File: src/rtl/hazard_pkg.sv
// Shared definitions for the hazard/forwarding controller.
// Scoreboard entry layout and opcode-class decode helpers.
package hazard_pkg;

    // Select value meaning "take the operand from the register file"
    localparam int SEL_RF = 0;

    // Scoreboard entry layout, LSB first: load, addr[aw], wr, valid
    localparam int ENT_LOAD = 0;
    localparam int ENT_ADDR = 1;

    function automatic int ent_w(input int aw);
        return aw + 3;
    endfunction

    function automatic int ent_wr(input int aw);
        return aw + 1;
    endfunction

    function automatic int ent_valid(input int aw);
        return aw + 2;
    endfunction

    // Opcode classes shared with the decoder
    typedef enum logic [1:0] {
        OPC_ALU    = 2'd0,
        OPC_LOAD   = 2'd1,
        OPC_STORE  = 2'd2,
        OPC_BRANCH = 2'd3
    } op_class_e;

    function automatic logic opc_wr_en(input op_class_e c);
        return (c == OPC_ALU) || (c == OPC_LOAD);
    endfunction

    function automatic logic opc_is_load(input op_class_e c);
        return c == OPC_LOAD;
    endfunction

endpackage

File: src/rtl/hazard_fwd_ctrl_match.sv
// Priority matcher: finds the youngest in-flight producer of one
// source register and flags a load whose data is not ready yet.
module fwd_match
    import hazard_pkg::*;
#(
    parameter int FW_DEPTH = 2,
    parameter int REG_AW   = 3,
    parameter int LOAD_LAT = 1,
    parameter int ZERO_REG = 1,
    parameter int SEL_W    = 2
) (
    input  logic [REG_AW-1:0]                   src,
    input  logic                                used,
    input  logic [FW_DEPTH*ent_w(REG_AW)-1:0]   ents,
    output logic                                hit,
    output logic [SEL_W-1:0]                    idx,
    output logic                                load_hazard
);

    localparam int EW = ent_w(REG_AW);
    localparam int VB = ent_valid(REG_AW);
    localparam int WB = ent_wr(REG_AW);

    logic          blocked;
    logic [EW-1:0] e;

    assign blocked = (ZERO_REG != 0) && (src == '0);

    // Scan oldest to youngest so the lowest matching index wins
    always_comb begin
        hit         = 1'b0;
        idx         = '0;
        load_hazard = 1'b0;
        e           = '0;
        for (int k = FW_DEPTH - 1; k >= 0; k--) begin
            e = ents[k*EW +: EW];
            if (used && !blocked && e[VB] && e[WB] &&
                e[ENT_ADDR +: REG_AW] == src) begin
                hit         = 1'b1;
                idx         = SEL_W'(k);
                load_hazard = e[ENT_LOAD] && (k < LOAD_LAT);
            end
        end
    end

endmodule

File: src/rtl/hazard_fwd_ctrl.sv
// Hazard and forwarding controller at the ID/EX boundary: tracks
// in-flight destinations, registers forward selects, muxes EX operands.
module hazard_fwd_ctrl
    import hazard_pkg::*;
#(
    parameter int DATA_W   = 16,
    parameter int REG_AW   = 3,
    parameter int FW_DEPTH = 2,
    parameter int LOAD_LAT = 1,
    parameter int ZERO_REG = 1,
    parameter int SEL_W    = $clog2(FW_DEPTH + 1)
) (
    input  logic                       clk,
    input  logic                       rst,
    input  logic                       id_valid,
    input  logic [REG_AW-1:0]          id_rs_addr,
    input  logic                       id_rs_used,
    input  logic [REG_AW-1:0]          id_rt_addr,
    input  logic                       id_rt_used,
    input  logic [REG_AW-1:0]          id_rd_addr,
    input  logic                       id_wr_en,
    input  logic                       id_is_load,
    input  logic                       flush,
    input  logic [DATA_W-1:0]          rf_op1,
    input  logic [DATA_W-1:0]          rf_op2,
    input  logic [FW_DEPTH*DATA_W-1:0] fw_data,
    output logic                       stall,
    output logic [SEL_W-1:0]           op1_sel,
    output logic [SEL_W-1:0]           op2_sel,
    output logic [DATA_W-1:0]          fw_op1,
    output logic [DATA_W-1:0]          fw_op2,
    output logic [15:0]                stall_cnt
);

    localparam int EW = ent_w(REG_AW);
    localparam int VB = ent_valid(REG_AW);
    localparam int WB = ent_wr(REG_AW);

    logic [FW_DEPTH*EW-1:0] sb;
    logic [EW-1:0]          new_ent;
    logic                   hit1, hit2, haz1, haz2, issue;
    logic [SEL_W-1:0]       idx1, idx2;

    fwd_match #(
        .FW_DEPTH(FW_DEPTH), .REG_AW(REG_AW), .LOAD_LAT(LOAD_LAT),
        .ZERO_REG(ZERO_REG), .SEL_W(SEL_W)
    ) u_match1 (
        .src(id_rs_addr), .used(id_rs_used), .ents(sb),
        .hit(hit1), .idx(idx1), .load_hazard(haz1)
    );

    fwd_match #(
        .FW_DEPTH(FW_DEPTH), .REG_AW(REG_AW), .LOAD_LAT(LOAD_LAT),
        .ZERO_REG(ZERO_REG), .SEL_W(SEL_W)
    ) u_match2 (
        .src(id_rt_addr), .used(id_rt_used), .ents(sb),
        .hit(hit2), .idx(idx2), .load_hazard(haz2)
    );

    assign stall = id_valid && !flush && (haz1 || haz2);
    assign issue = id_valid && !flush && !stall;

    // Entry for the ID instruction; a stall turns it into a bubble
    always_comb begin
        new_ent                      = '0;
        new_ent[VB]                  = id_valid && !stall;
        new_ent[WB]                  = id_wr_en &&
                                       !(ZERO_REG != 0 && id_rd_addr == '0);
        new_ent[ENT_ADDR +: REG_AW]  = id_rd_addr;
        new_ent[ENT_LOAD]            = id_is_load;
    end

    // Scoreboard shift; the oldest entry drops off the end
    always_ff @(posedge clk) begin
        if (rst || flush) begin
            sb <= '0;
        end else begin
            for (int k = FW_DEPTH - 1; k > 0; k--)
                sb[k*EW +: EW] <= sb[(k-1)*EW +: EW];
            sb[0 +: EW] <= new_ent;
        end
    end

    // Register EX operand selects for the issuing instruction
    always_ff @(posedge clk) begin
        if (rst || !issue) begin
            op1_sel <= SEL_W'(SEL_RF);
            op2_sel <= SEL_W'(SEL_RF);
        end else begin
            op1_sel <= hit1 ? idx1 + SEL_W'(1) : SEL_W'(SEL_RF);
            op2_sel <= hit2 ? idx2 + SEL_W'(1) : SEL_W'(SEL_RF);
        end
    end

    // Saturating count of stall cycles, survives flush
    always_ff @(posedge clk) begin
        if (rst)
            stall_cnt <= '0;
        else if (stall && stall_cnt != 16'hFFFF)
            stall_cnt <= stall_cnt + 16'd1;
    end

    // EX forwarding mux driven by the registered selects
    always_comb begin
        fw_op1 = rf_op1;
        fw_op2 = rf_op2;
        for (int k = 0; k < FW_DEPTH; k++) begin
            if (op1_sel == SEL_W'(k + 1))
                fw_op1 = fw_data[k*DATA_W +: DATA_W];
            if (op2_sel == SEL_W'(k + 1))
                fw_op2 = fw_data[k*DATA_W +: DATA_W];
        end
    end

endmodule
File: config.mk
export PLATFORM = sky130hd
export DESIGN_NAME = hazard_fwd_ctrl
export DESIGN_NICKNAME = d
export VERILOG_FILES = /design/src/rtl/hazard_pkg.sv /design/src/rtl/hazard_fwd_ctrl_match.sv /design/src/rtl/hazard_fwd_ctrl.sv
export SDC_FILE = /design/constraint.sdc
export NUM_CORES = 1
export LEC_CHECK = 0
export BUFFER_PORTS_ARGS = -buffer_cell sky130_fd_sc_hd__buf_2
export CORE_MARGIN = 3
export CORE_UTILIZATION = 40
export DETAILED_ROUTE_END_ITERATION = 10
export PLACE_DENSITY = 0.81
export RECOVER_POWER = 25
export SETUP_SLACK_MARGIN = 0.1
export SYNTH_ARGS = -nofsm -noshare
export SYNTH_HDL_FRONTEND = slang
export SYNTH_SLANG_ARGS = --single-unit
export TNS_END_PERCENT = 20
File: constraint.sdc
create_clock -name clk -period 2.5 [get_ports clk]
set_clock_uncertainty 0.1 [all_clocks]
set_input_delay 0.125 -clock clk [delete_from_list [all_inputs] [get_ports clk]]
set_output_delay 0.125 -clock clk [all_outputs]
set_load 0.02 [all_outputs]
==> results.sh, run 1 <==
export IMPL_post_route_period_util_pct=86.3
export IMPL_slowest_delay_ns=0.45
export IMPL_power_w=0.00115
export IMPL_netlist_instances=299
export IMPL_syn_to_final_growth_pct=34.3
export IMPL_syn_area_per_cell_um2=8.17
export IMPL_synth_edff_count=0
export IMPL_track_usage_pct=19.8
export IMPL_crit_path_start_kind="register"
export IMPL_drt_iter0_drc=72
export IMPL_rows=27
export IMPL_ctsHoldBuffers=5
export IMPL_placed_area_um2=3160
export IMPL_synth_area_leader_cell="dfxtp_1"
export IMPL_synth_distinct_cells=39
export IMPL_drt_pass1_iterations=4
export IMPL_rsz0062_at_grt="false"
export IMPL_critPathKind="reg2reg"
export IMPL_post_cts_buffers=0
export IMPL_max_freq_mhz=463
export IMPL_ctsRootBufferMaster="clkbuf_8"
export IMPL_gp_congestion=0.822
export IMPL_setup_violations=0
export IMPL_post_cts_resized=0
export IMPL_async_flop_share_pct=0
export IMPL_arrival_ns=2.23
export IMPL_cts_path_max_buffers=2
export IMPL_p_leak_nw=1.33
export IMPL_antenna_left=0
export IMPL_ios=134
export IMPL_dr_total_vias=2718
export IMPL_crit_chain="ha_1, and4_4, and3_4, a2111oi_4, nand3_1, mux2_1"
export IMPL_synth_top_area_share_pct=25.4
export IMPL_netlist_top_cells_area="dfxtp_1, mux2i_1, a211oi_1"
export IMPL_crit_path_end_kind="register"
export IMPL_finalSetupTns_ns=0
export IMPL_yosysSeqAreaShare_pct=25.4
export IMPL_syn_num_nets=381
export IMPL_worst_pin_slew_ns=0.791
export IMPL_cts_buffers=5
export IMPL_start_util_pct=42.8
export IMPL_core_area_um2=5710
export IMPL_ys_seq_elements=31
export IMPL_hold_viol=0
export IMPL_htree_levels=2
export IMPL_drt_wirelength_per_cell_um=14.1
export IMPL_cpMaxStageDelayCell="a2111oi_4"
export IMPL_dieHeight_um=84.2
export IMPL_grt_first_pass_wirelength_um=11800
export IMPL_insertedDiodeCount=0
export IMPL_placed_cells=488
export IMPL_outcome="finished clean"
export IMPL_slew_viol_final=0
export IMPL_grt_max_degree=50
export IMPL_wl_um=7030
export IMPL_seqCellArea_um2=623
export IMPL_crit_fanout=7
export IMPL_antenna_found_initial=0
export IMPL_dieWidth_um=84.2
export IMPL_drive_gt1_share_pct=34.1
export IMPL_critPathRequiredTime_ns=2.57
export IMPL_multiInputGateArea_um2=1720
export IMPL_cts_clk_slew_worst_paths_ns=0.06
export IMPL_vdd_ir_drop_max_uv=366
export IMPL_fin_area_um2=3280
export IMPL_nFillCells=535
export IMPL_final_util_pct=57.5
export IMPL_maxCapViolCount=0
export IMPL_drc=0
export IMPL_grt_pass1_vias=2557
export IMPL_cts_tree="done"
export IMPL_power_density_nw_per_um2=350
export IMPL_cts_sinks=31
export IMPL_clkLatencyLatePin_ns=0.29
export IMPL_port_buffers=133
export IMPL_hold_class="in2reg"
export IMPL_fin_crit_ns=2.16
export IMPL_yosysWarnings=0
export IMPL_fin_nets=510
export IMPL_die_area_um2=7080
export IMPL_relSlewSlack_pct=47.3
export IMPL_gr_total_overflow=0
export IMPL_synth_area_um2=2440
export IMPL_fin_cells=500
export IMPL_dp_hpwl_um=5390
export IMPL_viasPerCell=5.44
export IMPL_synthFlopType="dfxtp_1"
routing by layer:
| layer | up-vias | GRT usage [%] | wire, µm |
|---|---|---|---|
| met4 | 0 | 6.73 | 129 |
| li1 | 1356 | - | - |
| met2 | 115 | 35.4 | 3470 |
| met3 | 12 | 3.93 | 557 |
| met1 | 1235 | 23.6 | 2870 |
| met5 | - | 0 | 0 |
cell type report:
type,count,share of cell area [%]
inverters,5,0.572
repair buffers,142,22.6
multi-input cells,243,52.4
clock buffers,6,2.52
flip-flops and latches,31,19.0
clock inverters,1,0.152
well taps,72,2.74
critical path, delay by kind of cell, from the launching register on:
kind,cells,cell delay (ns)
compound gates,1,0.45
flops,1,0.35
fa+ha+maj,1,0.25
simple gates,3,0.54
mux,1,0.35
sequential cells by signal, indices dropped and copies added, names as in the netlist:
signal,flops
op1_sel,2
op2_sel,2
sb,11
stall_cnt,16
where the power goes:
part	internal, W	total [W]	leakage, nW	switching [W]
combinational	0.000121	0.000253	1.03	0.000132
clock	0.000215	0.000393	0.0470	0.000177
sequential	0.000499	0.000504	0.252	0.00000430
Yosys cell counts, types with 2 or more instances:
| library cell | instances |
|---|---|
| a21oi_1 | 44 |
| nor2b_1 | 34 |
| mux2i_1 | 33 |
| a211oi_1 | 32 |
| dfxtp_1 | 31 |
| clkbuf_1 | 16 |
| nor2_1 | 13 |
| nand3_1 | 12 |
| and2_1 | 9 |
| xor2_1 | 9 |
| o21ai_0 | 8 |
| or3_1 | 7 |
| inv_1 | 5 |
| nand2_1 | 5 |
| nor3_1 | 4 |
| xnor2_1 | 4 |
| and4_1 | 3 |
| nand4_1 | 3 |
| xnor2_2 | 3 |
| a21o_1 | 2 |
| and3_4 | 2 |
| buf_2 | 2 |
| mux2_1 | 2 |
final timing paths:
path / endpoint / slack (ns) / start / cells past startpoint
setup / recovery: stall_cnt[9] / 0.34 / stall_cnt[0] / 6
hold / removal: sb[5] / 0.11 / id_valid / 3
setup reg to reg: stall_cnt[9] / 0.34 / stall_cnt[0] / 6
hold reg to reg: sb[10] / 0.35 / sb[4] / 1
per-stage QoR:
step	hold WS, ns	setup slack (ns)
floorplan	0.147	0.399
global route	0.128	0.205
detailed placement	0.229	0.363
finish	0.111	0.342
CTS	0.0881	0.358
global placement	0.228	0.408
kinds of logic (layout without fill, tap and decap cells):
group                      after synthesis  in the layout  synth area share [%]
buffers and inverters                   25            154                  4.25
and+or+nand+nor                        100            100                  25.0
DFF                                     31             31                  25.4
AOI/OAI and AO/OA                       91             91                  23.8
muxes                                   35             35                  14.4
adders and majority gates                1              1                 0.512
xor gates and xnor gates                16             16                  6.66
layout by cell type, fill, tap and decap left out, types with 2 or more instances in the layout:
cell type      count
xnor2_1            4
clkbuf_8           6
buf_2            121
nand4_1            3
xor2_1             9
mux2_1             2
mux2i_1           33
nand3_1           12
nor2b_1           34
buf_4              3
and2_1             2
a21oi_1           44
inv_1              5
nor2_1            13
or3_1              7
dfxtp_2            2
o21ai_0            8
xnor2_2            3
a21o_1             2
nand2_1            5
and3_4             2
and2_0             7
dlygate4sd3_1      5
and4_1             3
clkbuf_1          12
nor3_1             4
a211oi_1          32
dfxtp_1           29
No activity file was read; power rests on OpenSTA's default activity.
==> inputs of run 2 (changes only) <==
Settings changed: PLACE_DENSITY 0.81 to 0.78.
==> run 2 against run 1 <==
Against the previous run: final cell count increased by 0.20%; sequential power about the same; fmax decreased by 1.2%; routed wire length increased by 1.0%; sequential cell count unchanged; combinational power about the same; critical path depth unchanged; register-to-register slack got worse by 0.03 ns; global-route usage decreased by 0.39 points; critical path type unchanged.
==> results.sh, run 2 (synthesis gave the netlist of run 1 again) <==
export IMPL_die_area_um2=7080
export IMPL_drc=0
export IMPL_rsz0062_at_grt="false"
export IMPL_crit_path_start_kind="register"
export IMPL_grt_pass1_vias=2541
export IMPL_fin_crit_ns=2.18
export IMPL_htree_levels=2
export IMPL_hold_class="in2reg"
export IMPL_post_route_period_util_pct=87.4
export IMPL_critPathRequiredTime_ns=2.57
export IMPL_dieHeight_um=84.2
export IMPL_p_leak_nw=1.32
export IMPL_grt_first_pass_wirelength_um=11700
export IMPL_cts_clk_slew_worst_paths_ns=0.07
export IMPL_final_util_pct=57.3
export IMPL_crit_path_end_kind="register"
export IMPL_cts_sinks=31
export IMPL_cts_buffers=5
export IMPL_arrival_ns=2.26
export IMPL_finalSetupTns_ns=0
export IMPL_start_util_pct=42.8
export IMPL_max_flop_register="stall_cnt"
export IMPL_ctsHoldBuffers=4
export IMPL_clockPowerShare_pct=33.3
export IMPL_drt_pass1_iterations=4
export IMPL_r2r_end="stall_cnt[9]"
export IMPL_switching_power_w=0.000320
export IMPL_power_density_nw_per_um2=347
export IMPL_dr_total_vias=2716
export IMPL_track_usage_pct=19.4
export IMPL_ios=134
export IMPL_mostFrequentLayoutCells="buf_2, a21oi_1, nor2b_1, mux2i_1, a211oi_1"
export IMPL_post_cts_resized=0
export IMPL_drt_iter0_drc=57
export IMPL_antenna_left=0
export IMPL_worst_pin_slew_ns=0.794
export IMPL_ctsRootBufferMaster="clkbuf_8"
export IMPL_crit_fanout=7
export IMPL_hold_viol=0
export IMPL_cts_tree="done"
export IMPL_wl_um=7100
export IMPL_viasPerCell=5.42
export IMPL_r2r_slack_ns=0.32
export IMPL_fin_nets=510
export IMPL_outcome="finished clean"
export IMPL_gp_congestion=0.842
export IMPL_ff2ff_path_depth=6
export IMPL_antenna_found_initial=0
export IMPL_core_area_um2=5710
export IMPL_max_freq_mhz=458
export IMPL_swShare_pct=28.2
export IMPL_vdd_ir_drop_max_uv=346
export IMPL_reg2reg_from="stall_cnt[0]"
export IMPL_p_int_w=0.000814
export IMPL_post_cts_buffers=0
export IMPL_reg_top3="stall_cnt x16, sb x11"
export IMPL_critPathKind="reg2reg"
export IMPL_insertedDiodeCount=0
export IMPL_crit_start="stall_cnt[0]"
export IMPL_dieWidth_um=84.2
export IMPL_gr_total_overflow=0
export IMPL_maxCapViolCount=0
export IMPL_rows=27
export IMPL_dp_hpwl_um=5410
export IMPL_drive_gt1_share_pct=34.0
export IMPL_critPathCapture="stall_cnt[9]"
export IMPL_setup_violations=0
export IMPL_port_buffers=133
export IMPL_drt_wirelength_per_cell_um=14.2
export IMPL_pwr_share_seq_pct=44.4
export IMPL_clkLatencyLatePin_ns=0.29
export IMPL_largest_reg_flops=16
export IMPL_p_comb_share_pct=22.3
export IMPL_slew_viol_final=0
export IMPL_syn_to_final_growth_pct=33.9
export IMPL_grt_max_degree=50
export IMPL_cts_path_max_buffers=2
export IMPL_final_common_cell="buf_2"
export IMPL_relSlewSlack_pct=47.1
## run 2: worst min path at each step
stage,startpoint,to,slack (ns),cells after the start
4_1_cts,id_wr_en,sb[4],0.002,2
5_1_grt,id_wr_en,sb[4],0.01,2
3_3_place_gp,id_is_load,sb[0],0.23,2
3_5_place_dp,id_is_load,sb[0],0.23,2
6_report,id_wr_en,sb[4],0.02,2
2_1_floorplan,id_is_load,sb[0],0.15,1
## run 2: final cells by class
cell class / count / area [µm²]
clock buffers: 7 / 76.3
clock inverters: 1 / 5.00
fillers: 540 / 2440
inverters: 5 / 18.8
multi-input cells: 243 / 1720
flip-flops and latches: 31 / 623
well taps: 72 / 90.1
repair buffers: 142 / 741
## run 2: power by group through the flow
stage / Sequential, W / Combinational (W) / Clock [W]
2_1_floorplan: 0.000514 / 0.000130 / 0
3_3_place_gp: 0.000514 / 0.000240 / 0
3_5_place_dp: 0.000515 / 0.000247 / 0
4_1_cts: 0.000503 / 0.000253 / 0.000382
5_1_grt: 0.000504 / 0.000276 / 0.000403
6_report: 0.000503 / 0.000253 / 0.000378
## run 2: metrics by stage
step                hold WS [ns]  total power [W]  worst slack [ns]  instance area, µm²  instances
global route              0.0109          0.00118             0.132                3270        501
CTS                      0.00243          0.00114             0.302                3290        501
detailed placement         0.231         0.000761             0.311                3170        489
global placement           0.226         0.000754             0.397                3170        489
floorplan                  0.147         0.000644             0.399                2440        299
finish                    0.0189          0.00113             0.315                3270        501
## run 2: per-layer routing
| layer | up-vias | wire length (µm) | GRT usage (%) |
|---|---|---|---|
| met4 | 0 | 74 | 4.82 |
| li1 | 1349 | - | - |
| met1 | 1253 | 2910 | 23.3 |
| met5 | - | 0 | 0 |
| met3 | 7 | 532 | 2.55 |
| met2 | 107 | 3580 | 36.4 |
## run 2: worst max-delay path: stages, from the launching register on
cell	delay, ns
dfxtp_1	0.36
ha_1	0.26
and4_4	0.21
and3_4	0.18
a2111oi_4	0.49
nand3_1	0.15
mux2_1	0.33
==> inputs of run 3 (changes only) <==
Settings changed: PLACE_DENSITY 0.78 to 0.73.
==> run 3 against run 2 <==
Against the previous run: critical endpoint unchanged; highest routed layer unchanged; final cell count shrank 0.20%; clock-buffer cell count shrank 1; core utilization grew 0.64 points; non-clock buffer count is the same; sequential power is essentially flat; final area grew 1.1%.
==> results.sh, run 3 (synthesis gave the netlist of run 1 again) <==
export IMPL_post_route_period_util_pct=87.7
export IMPL_cts_tree="done"
export IMPL_track_usage_pct=19.1
export IMPL_die_area_um2=7080
export IMPL_relSlewSlack_pct=45.0
export IMPL_fin_crit_ns=2.19
export IMPL_drt_wirelength_per_cell_um=14.3
export IMPL_drt_iter0_drc=57
export IMPL_p_leak_nw=1.34
export IMPL_gp_congestion=0.843
export IMPL_power_w=0.00122
export IMPL_clkLatencyLatePin_ns=0.28
export IMPL_hold_viol=0
export IMPL_finalSetupTns_ns=0
export IMPL_fin_nets=510
export IMPL_insertedDiodeCount=0
export IMPL_cts_clk_slew_worst_paths_ns=0.06
export IMPL_syn_to_final_growth_pct=35.4
export IMPL_ctsHoldBuffers=5
export IMPL_critPathCapture="stall_cnt[9]"
export IMPL_worst_pin_slew_ns=0.826
export IMPL_crit_path_start_kind="register"
export IMPL_nFillCells=516
export IMPL_dieHeight_um=84.2
export IMPL_port_buffers=133
export IMPL_grt_pass1_vias=2521
export IMPL_ctsRootBufferMaster="clkbuf_8"
export IMPL_placed_area_um2=3170
export IMPL_max_flop_register="stall_cnt"
export IMPL_largest_reg_flops=16
export IMPL_cts_buffers=5
export IMPL_htree_levels=2
export IMPL_r2r_end="stall_cnt[9]"
export IMPL_mostFrequentLayoutCells="buf_2, a21oi_1, nor2b_1, mux2i_1, a211oi_1"
export IMPL_setup_violations=0
export IMPL_hold_class="in2reg"
export IMPL_drc=0
export IMPL_arrival_ns=2.25
export IMPL_max_freq_mhz=456
export IMPL_crit_fanout=7
export IMPL_whs_ns=0.101
export IMPL_dr_total_vias=2703
export IMPL_reg2reg_from="stall_cnt[0]"
export IMPL_crit_chain="ha_1, and4_4, and3_4, a2111oi_4, nand3_1, mux2_1"
export IMPL_maxCapViolCount=0
export IMPL_ios=134
export IMPL_post_cts_resized=0
export IMPL_outcome="finished clean"
export IMPL_start_util_pct=42.8
export IMPL_rows=27
export IMPL_slew_viol_final=0
export IMPL_core_area_um2=5710
export IMPL_dp_worst_setup_slack_ns=0.325
export IMPL_critPathRequiredTime_ns=2.56
export IMPL_antenna_left=0
export IMPL_gr_total_overflow=0
export IMPL_dieWidth_um=84.2
export IMPL_fin_area_um2=3310
export IMPL_grt_first_pass_wirelength_um=11400
export IMPL_crit_path_end_kind="register"
export IMPL_drive_gt1_share_pct=33.9
export IMPL_drt_pass1_iterations=4
export IMPL_r2r_slack_ns=0.31
export IMPL_power_density_nw_per_um2=368
export IMPL_ff2ff_path_depth=6
export IMPL_final_common_cell="buf_2"
export IMPL_viasPerCell=5.41
export IMPL_vdd_ir_drop_max_uv=397
export IMPL_wl_um=7150
export IMPL_critPathKind="reg2reg"
export IMPL_cts_path_max_buffers=2
export IMPL_cts_sinks=31
export IMPL_reg_top3="stall_cnt x16, sb x11"
export IMPL_dp_hpwl_um=5470
export IMPL_slowest_delay_ns=0.48
export IMPL_post_cts_buffers=0
export IMPL_cpMaxStageDelayCell="a2111oi_4"
export IMPL_worst_slack_ns=0.307
export IMPL_antenna_found_initial=0
export IMPL_crit_start="stall_cnt[0]"
export IMPL_rsz0062_at_grt="false"
export IMPL_grt_max_degree=32
==> run 3: layer usage <==
metal / vias up / wire, µm / track usage [%]
met5: - / 0 / 0
met4: 0 / 94 / 4.82
met3: 11 / 526 / 4.22
met2: 99 / 3420 / 34.7
met1: 1230 / 3110 / 22.5
li1: 1363 / - / -
==> run 3: worst max-delay path: cells and delay by family, from the launching register on <==
family / cells / cell delay, ns
adder cells (fa/ha/maj): 1 / 0.26
multiplexers: 1 / 0.33
AND/OR/NAND/NOR: 3 / 0.54
AO/OA/AOI/OAI: 1 / 0.48
flip-flops: 1 / 0.35
==> run 3: layout make-up <==
class	count	area, µm²	area share (%)
Multi-Input combinational cell	243	1720	51.9
Timing Repair Buffer	142	756	22.8
Sequential cell	31	623	18.8
Tap cell	72	90.1	2.72
Clock buffer	6	72.6	2.19
Clock inverter	1	30.0	0.907
Inverter	5	18.8	0.567
==> run 3: how the worst min path moves through the flow <==
stage,from,end,cells past startpoint
after global placement,id_is_load,sb[0],2
after CTS,id_valid,op2_sel[0],3
after detailed placement,id_is_load,sb[0],2
final,id_valid,op2_sel[0],3
after global routing,id_valid,op2_sel[0],3
after floorplan,id_is_load,sb[0],1
==> run 3: metrics by stage <==
| stage | cells | util [%] |
|---|---|---|
| final | 500 | 58.0 |
| after global routing | 500 | 58.0 |
| after CTS | 500 | 58.2 |
| after detailed placement | 488 | 55.6 |
| after global placement | 488 | 55.6 |
| after floorplan | 299 | - |
==> run 3: report_power, final <==
part / switching [W] / leakage, nW / internal, W
Sequential: 0.00000431 / 0.252 / 0.000499
Combinational: 0.000133 / 1.04 / 0.000121
Clock: 0.000168 / 0.0513 / 0.000291
